==> src/rtl/serial_word_framer.sv <==
// rtl/serial_word_framer.sv - bit-serial sync hunter and payload word assembler
module serial_word_framer #(
    parameter int                SYNC_W   = 4,
    parameter logic [SYNC_W-1:0] SYNC_PAT = 4'b1011,
    parameter int                WORD_W   = 8
) (
    input  logic              clk,
    input  logic              rst_n,
    input  logic              en,
    input  logic              din,
    output logic              in_frame,
    output logic [WORD_W-1:0] word,
    output logic              word_valid,
    output logic [7:0]        frame_cnt
);

    localparam int FILL_W = $clog2(SYNC_W + 1);
    localparam int CNT_W  = (WORD_W > 1) ? $clog2(WORD_W + 1) : 1;

    typedef enum logic {
        HUNT    = 1'b0,
        CAPTURE = 1'b1
    } state_t;

    state_t            state;
    logic [SYNC_W-1:0] window;
    logic [FILL_W-1:0] fill;
    logic [CNT_W-1:0]  bit_cnt;
    logic [WORD_W-1:0] shreg;

    logic [SYNC_W:0]   win_cat;
    logic [WORD_W:0]   sh_cat;
    logic [SYNC_W-1:0] win_shift;
    logic [WORD_W-1:0] sh_shift;
    logic              fill_full;
    logic              last_bit;

    // Concatenate-then-truncate keeps the shift legal for 1-bit payloads too.
    always_comb begin
        win_cat   = {window, din};
        sh_cat    = {shreg, din};
        win_shift = win_cat[SYNC_W-1:0];
        sh_shift  = sh_cat[WORD_W-1:0];
        // fill stops at SYNC_W-1: the bit arriving now completes a full window
        fill_full = (fill >= FILL_W'(SYNC_W - 1));
        last_bit  = (bit_cnt == CNT_W'(WORD_W - 1));
    end

    always_ff @(posedge clk or negedge rst_n) begin
        if (!rst_n) begin
            state      <= HUNT;
            window     <= '0;
            fill       <= '0;
            bit_cnt    <= '0;
            shreg      <= '0;
            in_frame   <= 1'b0;
            word       <= '0;
            word_valid <= 1'b0;
            frame_cnt  <= 8'd0;
        end else begin
            word_valid <= 1'b0;
            if (en) begin
                case (state)
                    HUNT: begin
                        if (fill_full && (win_shift == SYNC_PAT)) begin
                            state    <= CAPTURE;
                            in_frame <= 1'b1;
                            window   <= '0;
                            fill     <= '0;
                            bit_cnt  <= '0;
                        end else begin
                            window <= win_shift;
                            if (!fill_full) begin
                                fill <= fill + FILL_W'(1);
                            end
                        end
                    end
                    CAPTURE: begin
                        if (last_bit) begin
                            word       <= sh_shift;
                            word_valid <= 1'b1;
                            if (frame_cnt != 8'hFF) begin
                                frame_cnt <= frame_cnt + 8'd1;
                            end
                            state    <= HUNT;
                            in_frame <= 1'b0;
                            bit_cnt  <= '0;
                            shreg    <= '0;
                            window   <= '0;
                            fill     <= '0;
                        end else begin
                            shreg   <= sh_shift;
                            bit_cnt <= bit_cnt + CNT_W'(1);
                        end
                    end
                    default: begin
                        state    <= HUNT;
                        in_frame <= 1'b0;
                    end
                endcase
            end
        end
    end

endmodule

==> config.mk <==
export PLATFORM = sky130hd
export DESIGN_NAME = serial_word_framer
export DESIGN_NICKNAME = d
export VERILOG_FILES = /design/src/rtl/serial_word_framer.sv
export SDC_FILE = /design/constraint.sdc
export NUM_CORES = 1
export LEC_CHECK = 0
export CAP_MARGIN = 20
export CORE_MARGIN = 3
export CORE_UTILIZATION = 50
export DETAILED_ROUTE_END_ITERATION = 10
export PLACE_DENSITY = 0.73
export SKIP_LAST_GASP = 1
export SLEW_MARGIN = 20
export SYNTH_ARGS = -nofsm -noshare
export SYNTH_HDL_FRONTEND = slang
export SYNTH_SLANG_ARGS = --single-unit
==> constraint.sdc <==
create_clock -name clk -period 3.8 [get_ports clk]
set_input_delay 0.76 -clock clk [delete_from_list [all_inputs] [get_ports clk]]
set_output_delay 0.76 -clock clk [all_outputs]
set_load 0.005 [all_outputs]
Yosys cells after proc, flatten, opt, wreduce, memory -nomap -nowiden:

Cells that the tools add are included.

* $add $sub $neg: 3
* multipliers: 0
* divide/modulo/power cells: 0
* order comparisons: 1
* eq/ne operators: 6
* shift operators: 0
* muxes and demuxes: 20
* bitwise gates (word level): 1
* reduce and logical (&&, ||, !) cells: 8

Operator list (number)
* $mux W3: 5
* $pmux W3 S2: 2
* $reduce_and A3 Y1: 3
* $add A8 B1 Y8 const B: 1
* $mux W4: 2
* $ne A8 B8 Y1 const B: 1
* $pmux W4 S2: 1
* $mux W1: 7
* $mux W7: 1
* $reduce_and A2 Y1: 3
* $add A4 B1 Y4 const B: 1
* $eq A4 B3 Y1 const B: 1
* $eq A4 B4 Y1 const B: 1
* $pmux W1 S2: 2
* $reduce_and A4 Y1: 1
* $add A3 B1 Y3 const B: 1
* $ge A3 B2 Y1 const B: 1
* $ne A3 B3 Y1 const B: 1
* $ne A2 B1 Y1 const B: 1
* $ne A2 B2 Y1 const B: 1
* $logic_and A1 B1 Y1: 1
* $not A1 Y1: 1

* flip-flop bits (word level): 36
* latch bits: 0
* RAM bits: 0
* ROM bits: 0
* input bits: 4
* output and inout port bits: 18
* word-level logic and storage cells: 48
* memories: 0

Logic depth before layout (Yosys ltp):

Gate-level depths: netlist of run 1.

* word-level depth: 4
* mapped depth: 5
* mapped depth without buffers: 5

Least setup slack after synthesis of run 1:

No wires, ideal clock.

* kind: input -> register
* start point: input port en
* end point: register frame_cnt[7]
* setup time: 0.125 ns
* data arrival time: 1.536 ns
* data required time: 3.675 ns
* slack: 2.139 ns
* cell stages on the path: 4
* buffers on the path: 1
* path through: buf_6 -> nand4_1 -> nor4_1 -> mux2_2

* word-level cells in the longest chain between the ends: 1

Ends and longest elaborated chain
* from (decl): RTL line 9 `input logic en,`
* $reduce_and A4 Y1 (no line)
* to (signal assigned): RTL line 83 `frame_cnt <= frame_cnt + 8'd1;`
* to (decl): RTL line 14 `output logic [7:0] frame_cnt`

No other way between the ends.
A chain may end at the register's enable or synchronous reset.

Worst setup path in the final report of run 1:

* start point: input port en
* end point: register frame_cnt[1]

The elaborated chain is that of the path after synthesis.

==> results of run 1 <==
[cell families after synthesis]
| group | after synthesis | synth area share |
|---|---|---|
| AOI/OAI and AO/OA | 28 | 0.1180 |
| adders and majority gates | 4 | 0.02897 |
| muxes | 14 | 0.08907 |
| buffers and inverters | 12 | 0.03982 |
| DFF | 36 | 0.5214 |
| xor gates and xnor gates | 2 | 0.01014 |
| and+or+nand+nor | 60 | 0.1926 |
[Yosys cell counts (2+ instances only)]
| master | number | area [um^2] |
|---|---|---|
| sky130_fd_sc_hd__nand3b_1 | 2 | 15.01 |
| sky130_fd_sc_hd__a31oi_1 | 3 | 18.77 |
| sky130_fd_sc_hd__nand4b_1 | 2 | 17.52 |
| sky130_fd_sc_hd__nor2b_1 | 2 | 12.51 |
| sky130_fd_sc_hd__or2b_1 | 2 | 15.01 |
| sky130_fd_sc_hd__nor4_1 | 2 | 12.51 |
| sky130_fd_sc_hd__nand3_1 | 14 | 70.07 |
| sky130_fd_sc_hd__a211o_1 | 2 | 17.52 |
| sky130_fd_sc_hd__o211ai_1 | 2 | 15.01 |
| sky130_fd_sc_hd__mux2_2 | 11 | 123.9 |
| sky130_fd_sc_hd__a211oi_1 | 2 | 15.01 |
| sky130_fd_sc_hd__nand2_1 | 18 | 67.56 |
| sky130_fd_sc_hd__dfrtp_1 | 36 | 900.9 |
| sky130_fd_sc_hd__inv_1 | 7 | 26.28 |
| sky130_fd_sc_hd__ha_1 | 4 | 50.05 |
| sky130_fd_sc_hd__o21ai_0 | 4 | 20.02 |
| sky130_fd_sc_hd__a32o_1 | 2 | 20.02 |
| sky130_fd_sc_hd__and3_1 | 4 | 25.02 |
| sky130_fd_sc_hd__a21oi_1 | 5 | 25.02 |
| sky130_fd_sc_hd__mux2i_1 | 3 | 30.03 |
| sky130_fd_sc_hd__nor2_1 | 2 | 7.510 |
| sky130_fd_sc_hd__buf_4 | 2 | 15.01 |
| sky130_fd_sc_hd__nand4_1 | 3 | 18.77 |
| sky130_fd_sc_hd__buf_6 | 2 | 22.52 |
[metrics by stage]
step           std cells    util  power, mW
4_1_cts              225  0.6413      1.333
5_1_grt              225  0.6413      1.427
2_1_floorplan        156       -     0.8878
3_3_place_gp         217  0.6161      1.030
3_5_place_dp         217  0.6161      1.065
6_report             225  0.6413      1.319
[final timing paths]
kind	startpoint	end	slack, ps
worst max-delay path	en	frame_cnt[1]$_DFFE_PN0P_	1560
worst min-delay path	shreg[6]$_DFFE_PN0P_	shreg[6]$_DFFE_PN0P_	480
worst max register to register	bit_cnt[1]$_DFFE_PN0P_	word[2]$_DFFE_PN0P_	1830
worst min register to register	shreg[6]$_DFFE_PN0P_	shreg[6]$_DFFE_PN0P_	480
max in group asynchronous	rst_n	frame_cnt[6]$_DFFE_PN0P_	2670
min in group asynchronous	rst_n	word_valid$_DFF_PN0_	810
[flip-flops by register name, summed over array words and instances, names as in the netlist]
name and count:
word 8, window 3, word_valid 1, bit_cnt 4, in_frame 1, fill 3, shreg 7, state 1
frame_cnt 8
[metal layers]
layer | wire, um | part of all wire | vias up
met5 | 0 | 0 | -
met4 | 47 | 0.014 | 0
met3 | 221 | 0.065 | 7
met2 | 1639 | 0.48 | 41
met1 | 1499 | 0.44 | 638
li1 | - | - | 629
[critical path, stage by stage]
cell and delay (ps):
sky130_fd_sc_hd__clkdlybuf4s50_1 760, sky130_fd_sc_hd__and2_1 400, sky130_fd_sc_hd__o211ai_1 230, sky130_fd_sc_hd__mux2_2 330
[cell type report]
class                   count  area (um^2)
clock buffers               5        37.54
flip-flops and latches     36        900.9
multi-input cells         108        758.2
fillers                   262         1140
clock inverters             3        42.54
well taps                  44        55.05
inverters                   7        26.28
repair buffers             22        217.7
[power breakdown]
part | switching (mW) | total, mW | internal, mW
logic | 0.187 | 0.415 | 0.228
registers | 0.124 | 0.635 | 0.511
clock network | 0.132 | 0.269 | 0.137
==> impl_summary.txt, run 1 <==
----------------------------------------------------
[Die]
  Die Y-Extent ... 64.79 um
  Area of the die ... 4197 um^2
  Effective utilization at floorplan ... 0.5437
  Core box area ... 3178 um^2
  Number of rows in the core area ... 20
  Overall die width ... 64.79 um
  Number of ports placed on the die boundary ... 22

[Clock tree]
  Total CTS buffers ... 5
  Clock tree from TritonCTS ... built
  Worst-skew pair later-pin latency ... 350 ps
  Number of buffers on the longest clock path ... 2
  H-tree depth reported by CTS ... 2
  Number of buffers inserted for hold repair after clock tree synthesis ... 0
  Number of sinks driven by the clock tree ... 36
  Quantity of gates resized following cts ... 0
  Setup fix buffers added after clock tree synthesis ... 0
  Root Driver ... sky130_fd_sc_hd__clkbuf_4
  Clock-pin slew on the worst setup and hold paths ... 110 ps

[Place]
  Dpl hpwl ... 2465 um
  Area of placed instances ... 1958 um^2
  Count of port buffers added during placement ... 21
  Worst setup timing slack at the placement stage ... 1197 ps
  Final weighted congestion in routability-driven placement ... 0.7863

[Global routing]
  GR Util All Layers ... 0.1887
  Peak-usage layer in the global routing report ... met2
  Met2 track demand over resource in global routing ... 0.3014
  Maximum number of pins on one net before global-route repair ... 37
  First-pass GRT wire length ... 6113 um
  Initial antenna violation count ... 0
  Vias in the first global route ... 1320
  Grt total ovfl ... 0
  Met1 usage ... 0.2406
  GR met3 Demand/Resource ... 0.04679

[Setup path]
  Maximum fanout along the worst path ... 14
  Cell count of the worst reg-to-reg path ... 4
  WS Path Type ... in -> reg
  WP data arrival ... 2490 ps
  Critical Path RT ... 4040 ps
  Type of element launching the critical path ... input port
  Endpoint kind of the worst setup timing path ... flop

[Final layout]
  Proportion of layout cells with a drive suffix above 1 ... 0.1271
  Design Area, Final ... 2038 um^2
  Area growth from synthesis to layout ... 17.96%
  Final-stage net count ... 188
  # diodes ... 0
  Most frequent cells in the layout ... 36 x sky130_fd_sc_hd__dfrtp_1, 21 x sky130_fd_sc_hd__clkdlybuf4s50_1, 18 x sky130_fd_sc_hd__nand2_1
  Most common cell after layout, fill and taps aside ... sky130_fd_sc_hd__dfrtp_1

[STA]
  Summed negative setup slack over all endpoints ... 0 ps
  Time the final worst path needs with I/O delays and setup ... 2244 ps
  Clock skew after layout ... 4.792 ps
  Final Hold Vio Count ... 0
  Unrepaired setup endpoints after global routing ... no
  Post-route worst hold slack ... 481.9 ps
  Worst-margin pin slew ... 504.5 ps
  Final setup violation count ... 0
  Slew margin rel. ... 0.6627
  Fin crit share ... 0.5906
  Worst path setup slack after routing ... 1556 ps
  Maximum clock frequency ... 445.6 MHz
  Final-report max-slew violation count ... 0

[Hold path]
  Worst hold path stage count ... 2
  Hold Path Class ... reg -> reg

[Synth]
  Synth cell types ... 44
  Post-synthesis cell count ... 156
  Netlist area before placement ... 1728 um^2
  Share of synthesized flip-flops with an asynchronous set or reset ... 1.000
  Number of enable-type register cells in the synthesized netlist ... 0
  Synthesized Nets ... 164
  Seq cells post-synth ... 36
  Sequential element share of the synthesized area ... 0.5214
  Synthesis Warnings ... 0
  Dominant synthesized flop cell ... sky130_fd_sc_hd__dfrtp_1
  Per-instance average area after synthesis ... 11.08 um^2

[Power]
  Leakage power figure ... 0.9177 nW
  Worst-case vdd ir drop ... 0.4012 mV
  Cell area power density ... 647.4 nW/um^2

[Route]
  Wire length after detailed routing ... 3408 um
  WL/cell ... 15.15 um
  Antenna-violating nets left ... 0
  Via Count ... 1315
  Number of vias per cell after detailed routing ... 5.844
  DRC violation total after the first TritonRoute iteration ... 74
  # DRC ... 0
  Detailed-routing iteration count for the pre-antenna-repair pass ... 5

[Outcome]
  Run status ... complete, no violations

[Run]
  Max-cap violations ... 0

----------------------------------------------------
Power figures use the tool's default switching activity.
==> run 2, diff against run 1 <==
==> constraint.sdc (replaced) <==
create_clock -name clk -period 2.3 [get_ports clk]
set_input_delay 0.46 -clock clk [delete_from_list [all_inputs] [get_ports clk]]
set_output_delay 0.46 -clock clk [all_outputs]
set_load 0.005 [all_outputs]
==> run 2 against run 1 <==
Cell count rose by 1.8%. Count of clock-buffer cells in the layout did not move. Power rose by 82%. Via count rose by 1.7%. Sequential share of layout area fell by 1.6 points. First-iteration DRC count rose by 8.1%. Clock skew rose by 4.9 ps. Clock power rose by 150%. Highest routed layer unchanged. Routed wire length rose by 0.50%.
==> impl_summary.txt, run 2 (synthesized netlist as in run 1, its figures left out) <==
----------------------------------------------------
[Die]
  Number of rows in the core area ... 20
  Die Y-Extent ... 64.79 um
  Area of the die ... 4197 um^2
  Number of ports placed on the die boundary ... 22
  Effective utilization at floorplan ... 0.5437
  Overall die width ... 64.79 um
  Core box area ... 3178 um^2

[Route]
  Detailed-routing iteration count for the pre-antenna-repair pass ... 4
  WL/cell ... 14.96 um
  DRC violation total after the first TritonRoute iteration ... 80
  # DRC ... 0
  Antenna-violating nets left ... 0
  Via Count ... 1337
  Wire length after detailed routing ... 3425 um
  Number of vias per cell after detailed routing ... 5.838

[Global routing]
  Initial antenna violation count ... 0
  Vias in the first global route ... 1261
  Grt total ovfl ... 0
  GR Util All Layers ... 0.1881
  First-pass GRT wire length ... 6023 um
  Maximum number of pins on one net before global-route repair ... 37

[Final layout]
  Fillcell total ... 271
  Proportion of layout cells with a drive suffix above 1 ... 0.1459
  # diodes ... 0
  Design Area, Final ... 2116 um^2
  Most common cell after layout, fill and taps aside ... sky130_fd_sc_hd__dfrtp_1
  Registers with the most flip-flops ... frame_cnt x8, word x8, shreg x7
  Most frequent cells in the layout ... 36 x sky130_fd_sc_hd__dfrtp_1, 21 x sky130_fd_sc_hd__clkdlybuf4s50_1, 18 x sky130_fd_sc_hd__nand2_1
  Final-stage net count ... 192
  Area growth from synthesis to layout ... 22.45%

[Hold path]
  Hold Path Class ... reg -> reg

[Run]
  Max-cap violations ... 0

[Power]
  Cell area power density ... 1136 nW/um^2
  Leakage power figure ... 0.9605 nW
  Worst-case vdd ir drop ... 0.7644 mV

[STA]
  Unrepaired setup endpoints after global routing ... no
  Maximum clock frequency ... 539.3 MHz
  Final setup violation count ... 0
  Final Hold Vio Count ... 0
  Fin crit share ... 0.8062
  Final-report max-slew violation count ... 0
  Time the final worst path needs with I/O delays and setup ... 1854 ps
  Clock skew after layout ... 9.726 ps
  Worst-margin pin slew ... 478.0 ps
  Slew margin rel. ... 0.6794
  Summed negative setup slack over all endpoints ... 0 ps

[Clock tree]
  Number of sinks driven by the clock tree ... 36
  Setup fix buffers added after clock tree synthesis ... 0
  Worst-skew pair later-pin latency ... 340 ps
  Clock-pin slew on the worst setup and hold paths ... 110 ps
  Number of buffers on the longest clock path ... 2
  Total CTS buffers ... 5
  Quantity of gates resized following cts ... 0
  Root Driver ... sky130_fd_sc_hd__clkbuf_4
  H-tree depth reported by CTS ... 2
  Number of buffers inserted for hold repair after clock tree synthesis ... 0
  Clock tree from TritonCTS ... built

[Setup path]
  Critical Path RT ... 1840 ps
  WS Path Type ... reg -> out
  Critical-path top delay cell ... sky130_fd_sc_hd__clkdlybuf4s50_1
  WP data arrival ... 1390 ps
  Type of element launching the critical path ... flop
  Cells along the critical path ... clkdlybuf4s50_1
  Combined buffer and inverter count along the critical path ... 1
  Maximum fanout along the worst path ... 8
  Gate family responsible for the most delay along the worst path ... buffers and inverters
  Endpoint kind of the worst setup timing path ... output port
  Largest incremental delay on the critical path ... 560 ps

[Place]
  Area of placed instances ... 1988 um^2
  Count of port buffers added during placement ... 21
  Dpl hpwl ... 2404 um
  Final weighted congestion in routability-driven placement ... 0.7966

[Outcome]
  Run status ... complete, no violations

----------------------------------------------------
==> run 2: cell count changes in the layout (fill, tap and decap cells not counted) <==
cell,delta
sky130_fd_sc_hd__clkinvlp_4,-1
sky130_fd_sc_hd__clkinv_2,-1
sky130_fd_sc_hd__bufinv_16,+2
sky130_fd_sc_hd__buf_4,+4
==> run 2: stage by stage <==
step           hold slack (ps)  power (mW)  setup WS (ps)  instances  utilization
2_1_floorplan            164.4       1.467          661.8        156            -
3_3_place_gp             447.6       1.723          374.4        221       0.6256
3_5_place_dp             470.3       1.762          329.0        221       0.6256
4_1_cts                  484.2       2.426          444.5        229       0.6657
5_1_grt                  516.5       2.581          320.4        229       0.6657
6_report                 479.9       2.404          445.8        229       0.6657
==> run 2: area by class of cell <==
cell class,count,area (um^2),area share
multi-input combinational,108,758.2,0.3584
tap,44,55.05,0.02602
timing repair buffer,26,247.7,0.1171
clock buffer,5,37.54,0.01774
sequential,36,900.9,0.4258
clock inverter,3,90.09,0.04258
inverter,7,26.28,0.01242
==> run 2: power by group <==
part | leakage [nW] | internal (mW) | switching, mW
registers | 0.453 | 0.845 | 0.198
logic | 0.443 | 0.390 | 0.307
clock network | 0.0654 | 0.448 | 0.217
total | 0.960 | 1.68 | 0.722
==> run 2: final timing paths <==
path                       slack [ps]  cells past startpoint                      from                      to
setup / recovery                  450                      1  frame_cnt[7]$_DFFE_PN0P_            frame_cnt[7]
hold / removal                    480                      2      shreg[6]$_DFFE_PN0P_    shreg[6]$_DFFE_PN0P_
setup reg to reg                  480                      5       fill[0]$_DFFE_PN0P_  bit_cnt[0]$_DFFE_PN0P_
hold reg to reg                   480                      2      shreg[6]$_DFFE_PN0P_    shreg[6]$_DFFE_PN0P_
max in group asynchronous        1460                      2                     rst_n    in_frame$_DFFE_PN0P_
min in group asynchronous         530                      2                     rst_n  bit_cnt[3]$_DFFE_PN0P_
==> run 2: layer usage <==
layer / up-vias / global-route usage / routed length (um)
met5: - / 0 / 0
met4: 0 / 0.06332 / 48
met3: 5 / 0.05373 / 159
met2: 38 / 0.3027 / 1662
met1: 662 / 0.2432 / 1555
li1: 632 / - / -
==> run 3, diff against run 2 <==
==> constraint.sdc (replaced) <==
create_clock -name clk -period 1.8 [get_ports clk]
set_input_delay 0.36 -clock clk [delete_from_list [all_inputs] [get_ports clk]]
set_output_delay 0.36 -clock clk [all_outputs]
set_load 0.005 [all_outputs]
==> run 3 against run 2 <==
Register-to-register slack worse by 410 ps. First-iteration DRC count decreased by 8.8%. Routed wire length is 3.1% higher. Global-route usage decreased by 0.31 points. Critical path type is now reg -> reg. Combinational power rose by 38%. Cell count grew 3.1%. Utilization grew 0.35 points.
==> impl_summary.txt, run 3 (synthesized netlist as in run 1, its figures left out) <==
----------------------------------------------------
[STA]
  Fin crit share ... 0.9623
  Maximum clock frequency ... 577.3 MHz
  Summed negative setup slack over all endpoints ... 0 ps
  Post-route worst hold slack ... 414.9 ps
  Unrepaired setup endpoints after global routing ... yes
  Clock skew after layout ... 8.469 ps
  Final Hold Vio Count ... 0
  Worst-margin pin slew ... 434.8 ps
  Worst path setup slack after routing ... 67.80 ps
  Slew margin rel. ... 0.7101
  Time the final worst path needs with I/O delays and setup ... 1732 ps
  Final setup violation count ... 0
  Final-report max-slew violation count ... 0

[Die]
  Core box area ... 3178 um^2
  Number of ports placed on the die boundary ... 22
  Area of the die ... 4197 um^2
  Number of rows in the core area ... 20
  Die Y-Extent ... 64.79 um
  Overall die width ... 64.79 um
  Effective utilization at floorplan ... 0.5437

[Final layout]
  Most frequent cells in the layout ... 35 x sky130_fd_sc_hd__dfrtp_1, 21 x sky130_fd_sc_hd__clkdlybuf4s50_1, 18 x sky130_fd_sc_hd__nand2_1
  # diodes ... 0
  Final-stage net count ... 199
  Share of the core filled with cells ... 0.6693
  Proportion of layout cells with a drive suffix above 1 ... 0.1875
  Fillcell total ... 264
  Footprint of the multi-input gates ... 763.2 um^2
  Area growth from synthesis to layout ... 23.10%
  Most common cell after layout, fill and taps aside ... sky130_fd_sc_hd__dfrtp_1
  Registers with the most flip-flops ... frame_cnt x8, word x8, shreg x7
  Sequential standard cell area ... 902.1 um^2

[Hold path]
  Hold Path Class ... in -> async

[Clock tree]
  Clock tree from TritonCTS ... built
  Worst-skew pair later-pin latency ... 340 ps
  Clock-pin slew on the worst setup and hold paths ... 110 ps
  Root Driver ... sky130_fd_sc_hd__clkbuf_4
  Number of buffers inserted for hold repair after clock tree synthesis ... 0
  Number of sinks driven by the clock tree ... 36
  H-tree depth reported by CTS ... 2
  Total CTS buffers ... 5
  Quantity of gates resized following cts ... 0
  Setup fix buffers added after clock tree synthesis ... 0
  Number of buffers on the longest clock path ... 2

[Power]
  Leakage power figure ... 0.9704 nW
  Worst-case vdd ir drop ... 0.7019 mV
  Cell area power density ... 1344 nW/um^2
  Power after layout ... 2.859 mW

[Place]
  Final weighted congestion in routability-driven placement ... 0.7743
  Dpl hpwl ... 2511 um
  Count of port buffers added during placement ... 21
  Worst setup timing slack at the placement stage ... 7.989 ps

[Run]
  Max-cap violations ... 0

[Route]
  WL/cell ... 14.96 um
  DRC violation total after the first TritonRoute iteration ... 73
  Via Count ... 1353
  Detailed-routing iteration count for the pre-antenna-repair pass ... 4
  # DRC ... 0
  Number of vias per cell after detailed routing ... 5.733
  Wire length after detailed routing ... 3530 um
  Antenna-violating nets left ... 0

[Setup path]
  Maximum fanout along the worst path ... 5
  WS Path Type ... reg -> reg
  WP data arrival ... 2020 ps
  Critical Path RT ... 2080 ps
  Type of element launching the critical path ... flop
  Endpoint kind of the worst setup timing path ... flop

[Global routing]
  GR Util All Layers ... 0.1850
  Grt total ovfl ... 0
  First-pass GRT wire length ... 5968 um
  Vias in the first global route ... 1330
  Maximum number of pins on one net before global-route repair ... 37
  Initial antenna violation count ... 0

[Outcome]
  Run status ... complete, no violations

----------------------------------------------------
==> run 3: final timing paths <==
kind | startpoint | to | slack [ps] | cells past startpoint
worst max-delay path | fill[1]$_DFFE_PN0P_ | bit_cnt[2]$_DFFE_PN0P_ | 70 | 6
worst min-delay path | rst_n | word[3]$_DFFE_PN0P_ | 410 | 2
worst max register to register | fill[1]$_DFFE_PN0P_ | bit_cnt[2]$_DFFE_PN0P_ | 70 | 6
worst min register to register | shreg[6]$_DFFE_PN0P_ | shreg[6]$_DFFE_PN0P_ | 490 | 2
max in group asynchronous | rst_n | frame_cnt[2]$_DFFE_PN0P_ | 1050 | 2
min in group clk | shreg[6]$_DFFE_PN0P_ | shreg[6]$_DFFE_PN0P_ | 490 | 2
==> run 3: power breakdown <==
group / leakage, nW / internal, mW / total, mW / switching [mW]
logic: 0.478 / 0.536 / 0.961 / 0.425
clock network: 0.0412 / 0.289 / 0.566 / 0.277
registers: 0.451 / 1.08 / 1.33 / 0.252
total: 0.970 / 1.90 / 2.86 / 0.954
==> run 3: area by class of cell <==
class	instances	share of cell area
flip-flops and latches	36	0.4241
multi-input cells	108	0.3588
clock buffers	5	0.01765
clock inverters	3	0.02000
repair buffers	33	0.1412
inverters	7	0.01235
well taps	44	0.02588
==> run 3: critical path: stages (launching register included) <==
cell and delay (ps):
sky130_fd_sc_hd__dfrtp_1 450, sky130_fd_sc_hd__ha_1 200, sky130_fd_sc_hd__ha_1 220, sky130_fd_sc_hd__a211o_1 320, sky130_fd_sc_hd__buf_4 150, sky130_fd_sc_hd__nand2_1 140
sky130_fd_sc_hd__a311o_1 190
==> run 3: layer usage <==
layer	GRT usage	routed length [um]	vias up
li1	-	-	645
met4	0.07916	56	0
met2	0.3116	1771	32
met5	0	0	-
met1	0.2265	1545	669
met3	0.04159	157	7
==> run 3: per-stage QoR <==
step | area [um^2] | cells
floorplan | 1728 | 156
global placement | 2041 | 228
detailed placement | 2041 | 228
CTS | 2121 | 236
global route | 2127 | 236
finish | 2127 | 236
